`src/rtl/rcvr_arbiter.sv`:
```
// Round-robin drain of NCH serial frame receivers into one valid/ready byte stream,
// with a one-cycle reading acknowledge per grant and sticky per-channel overrun flags.
module rcvr_arbiter #(
    parameter int CHW = 2,
    parameter int DW  = 8,
    localparam int NCH = 2**CHW
) (
    input  logic              clock,
    input  logic              reset,
    input  logic [NCH-1:0]    rx_ready,
    input  logic [NCH-1:0]    rx_overrun,
    input  logic [NCH*DW-1:0] rx_data,
    input  logic [NCH-1:0]    chan_en,
    output logic [NCH-1:0]    rx_reading,
    output logic              out_valid,
    input  logic              out_ready,
    output logic [DW-1:0]     out_data,
    output logic [CHW-1:0]    out_chan,
    output logic [NCH-1:0]    ovr_flag,
    input  logic [NCH-1:0]    ovr_clr
);

    typedef enum logic [1:0] {
        IDLE = 2'b00,
        HOLD = 2'b01
    } state_t;

    state_t           state;
    state_t           state_next;
    logic [CHW-1:0]   last;
    logic [CHW-1:0]   winner;
    logic [CHW-1:0]   cand;
    logic             found;
    logic             grant;
    logic [NCH-1:0]   eligible;
    logic [NCH-1:0]   winner_onehot;

    // Search starts just after the previous winner; the final offset wraps back to last itself.
    always_comb begin
        eligible = rx_ready & chan_en;
        found    = 1'b0;
        winner   = last;
        cand     = last;
        for (int unsigned k = 1; k <= NCH; k++) begin
            cand = last + k[CHW-1:0];
            if (!found && eligible[cand]) begin
                found  = 1'b1;
                winner = cand;
            end
        end
        winner_onehot         = '0;
        winner_onehot[winner] = 1'b1;
    end

    always_comb begin
        state_next = IDLE;
        grant      = 1'b0;
        case (state)
            IDLE: begin
                if (found) begin
                    grant      = 1'b1;
                    state_next = HOLD;
                end
            end
            HOLD:    state_next = out_ready ? IDLE : HOLD;
            default: state_next = IDLE;
        endcase
    end

    always_ff @(posedge clock) begin
        if (reset) begin
            state      <= IDLE;
            last       <= '1;
            rx_reading <= '0;
            out_valid  <= 1'b0;
            out_data   <= '0;
            out_chan   <= '0;
            ovr_flag   <= '0;
        end else begin
            state      <= state_next;
            out_valid  <= (state_next == HOLD);
            rx_reading <= grant ? winner_onehot : '0;
            ovr_flag   <= (ovr_flag & ~ovr_clr) | rx_overrun;
            if (grant) begin
                out_data <= rx_data[int'(winner)*DW +: DW];
                out_chan <= winner;
                last     <= winner;
            end
        end
    end

endmodule
```
`config.mk`:
```
export PLATFORM = sky130hd
export DESIGN_NAME = rcvr_arbiter
export DESIGN_NICKNAME = d
export VERILOG_FILES = /design/src/rtl/rcvr_arbiter.sv
export SDC_FILE = /design/constraint.sdc
export NUM_CORES = 1
export LEC_CHECK = 0
export CAP_MARGIN = 20
export CORE_AREA = 3 3 59 61
export CTS_BUF_LIST = sky130_fd_sc_hd__clkbuf_16
export CTS_CLUSTER_DIAMETER = 40
export DETAILED_ROUTE_END_ITERATION = 8
export DIE_AREA = 0 0 62 64
export PLACE_DENSITY_LB_ADDON = 0.12
export SYNTH_ARGS = -nofsm -noshare
export SYNTH_HDL_FRONTEND = slang
export SYNTH_SLANG_ARGS = --single-unit
```
`constraint.sdc`:
```
create_clock -name clock -period 2 [get_ports clock]
set_input_delay 0.3 -clock clock [delete_from_list [all_inputs] [get_ports clock]]
set_output_delay 0.3 -clock clock [all_outputs]
set_load 0.02 [all_outputs]
```
==> results.md <==
* Outcome: complete, no violations
* Synthesized cell area at 0.00104 sq mm
* Routed vias/inst at 4.79
* Worst-skew pair later-pin latency at 0.25 ns
* Clock tree buffer depth at 2
* Maximum clock rate at 0.530 GHz
* Drt wl/cell at 13.4 microns
* Mapped Avg Cell Area at 9.09 sq um
* Yosys top cell area share at 40.6%
* Power per cell area at 714 mW/mm^2
* Global-route wire length before repair at 4.82 mm
* Vias in the first global route at 1085
* Total number of vias at 1107
* Combined area of the multi-input logic cells at 567 sq um
* Post-synthesis net count at 165
* Least-Margin Pin Slew at 0.356 ns
* Relative slew margins at 76.2%
* Routability cong. at 0.816
* Nets at 239
* Core region area at 0.00303 sq mm
* Hold Path End: out_chan[1]
* Die area at 0.00397 sq mm
* Total power at 1.34 mW
* Clock slew at reported path FFs at 0.06 ns
* Total Wirelength at 3.09 mm
* Clock skew at 0.00475 ns
* Gr usage total at 15.7%
* CTS Buf Count at 3
* # DRC at 0
* Post-synth top cells: dfxtp_1 (21), mux2i_1 (16), nand2_1 (14)
* Grt ovf at 0
* Share of layout cells above drive strength 1 at 8.56%
* Initial antenna violation count at 0
* Critical path required time at 2.11 ns
* Register area share after synthesis at 40.6%
* Synthesized flop and latch total at 21
* R2r setup slk at 0.30 ns
* Standard-cell rows at 20
* Max H-tree Level at 1
* Crit path max fanout at 19
* IR drop worst, VDD at 0.000341 V
* R2R cell count at 6
* Area leader, netlist: dfxtp_1
* Height of the die at 64 microns
* N_diodes at 0
* FILL cells at 263
* DRT iter0 DRCs at 50
* Max Slew Vio Count at 0
* Synth Instances at 114
* Leak at 0.793 nW
* Reg area at 420 sq um
* CP Class: in2reg
* Die width at 62 microns
* Ys async rst share at 0%
* Layout overhead on the synthesized area at 81.6%
* Library cells used by synthesis at 32
* Hold Vio Cnt, Final at 0
* Fin Setup TNS at 0 ns
* I/O Pins at 70
* Critical path endpoint category: register
* # Post-CTS Setup Buffers at 0
* CTS root buf: clkbuf_16
* CTS tree: done
* DP Wirelength at 2.42 mm
* Hold-fix buffers at CTS at 0
* Largest net degree at the start of global routing at 20
* DRT Pass-1 Iters at 4
* CTS sink count at 21
* Crit path launch type: input port
* Dominant synthesized flop cell: dfxtp_1
* Synth Warn # at 0
* Worst r2r src: last[1]
* Worst path arrival time at 2.00 ns
* Post-route minimum period at 1.89 ns
* Initial core utilization at 34.2%
* Largest cells by area after synthesis: dfxtp_1 (41%), mux2i_1 (15%), o221ai_1 (6.8%), nand2_1 (5.1%), nor2_1 (4.7%)
* Final setup viols at 0
* Placed insts at 227
* Number of max-cap violations at 0
* Remaining antenna violation count after routing at 0
* EDFF count, synth at 0
* Final worst path period share at 94.4%
* Type of the most critical hold path: reg2reg
* Final Hold Slack at 0.464 ns
* PortBufs at 69
* Worst r2r dst: out_data[5]
* Hold Crit Start: out_chan[1]
* Final non-filler cell total at 231
* Top-count cell post-synth: dfxtp_1
* Hold-critical path depth at 2
* RSZ-0062 raised after global routing: false
[sequential cells by signal, summed over array words and instances, names as in the netlist]
signal and count:
out_valid 1, out_chan 2, ovr_flag 4, rx_reading 4
last 2, out_data 8
[metal layers]
layer	routed length [microns]	GRT usage (%)
met5	0	0
met2	1580	26.6
met1	1290	18.5
met3	179	5.05
met4	42	4.24
[report_power, final]
| group | total (mW) | internal, mW | switching, mW |
|---|---|---|---|
| Clock | 0.410 | 0.268 | 0.142 |
| Sequential | 0.497 | 0.464 | 0.0337 |
| Combinational | 0.436 | 0.250 | 0.186 |
[kinds of logic after synthesis]
kind of cell	Yosys count	share of synthesized area (%)
compound gates	30	21.0
buf+inv	10	5.19
flops	21	40.6
mux	16	15.5
simple gates	37	17.8
[critical path: stages]
cell and delay, ns:
clkdlybuf4s50_1 0.53, nor4bb_4 0.35, a31oi_1 0.09, o211ai_2 0.12
buf_12 0.20, mux2i_1 0.24, o221ai_1 0.14
[how the worst max path moves through the flow]
| stage | slack, ns | start | to | cells past startpoint |
|---|---|---|---|---|
| global placement | -0.09 | rx_ready[0] | out_data[5] | 6 |
| CTS | 0.08 | rx_ready[0] | out_data[7] | 6 |
| floorplan | 0.44 | last[1] | out_data[1] | 7 |
| detailed placement | -0.16 | rx_ready[0] | out_data[0] | 6 |
| finish | 0.11 | chan_en[1] | out_data[5] | 7 |
| global route | 0.01 | chan_en[1] | out_data[5] | 7 |
[layout by cell type, fill, tap and decap left out, drive strengths merged, types with 2 or more instances in the layout]
| cell | netlist | routed |
|---|---|---|
| a21oi | 9 | 9 |
| a31oi | 3 | 3 |
| and2 | 3 | 3 |
| buf | 4 | 5 |
| clkbuf | 1 | 3 |
| clkdlybuf4s50 | 0 | 69 |
| dfxtp | 21 | 21 |
| inv | 5 | 5 |
| mux2i | 16 | 16 |
| nand2 | 14 | 14 |
| nor2 | 13 | 13 |
| o21ai | 2 | 2 |
| o221ai | 8 | 8 |
[stage by stage]
step,setup slack (ns),area [sq um],util (%)
after floorplan,0.442,1040,-
after global placement,-0.0904,1800,59.3
after detailed placement,-0.162,1800,59.3
after CTS,0.0802,1880,62.0
after global routing,0.00967,1880,62.1
final,0.111,1880,62.1
[final cells by class]
cell class | instances | area share, %
repair buffers | 74 | 39.4
multi-input cells | 83 | 30.1
flip-flops and latches | 21 | 22.3
clock buffers | 3 | 3.99
well taps | 44 | 2.93
inverters | 5 | 0.997
clock inverters | 1 | 0.266
[what timing repair did]
action,4_1_cts,5_1_grt
endpoints found under the setup margin,0,1
hold endpoints to repair,0,0
gates resized for setup,0,1
No activity file was read; power rests on OpenSTA's default activity.
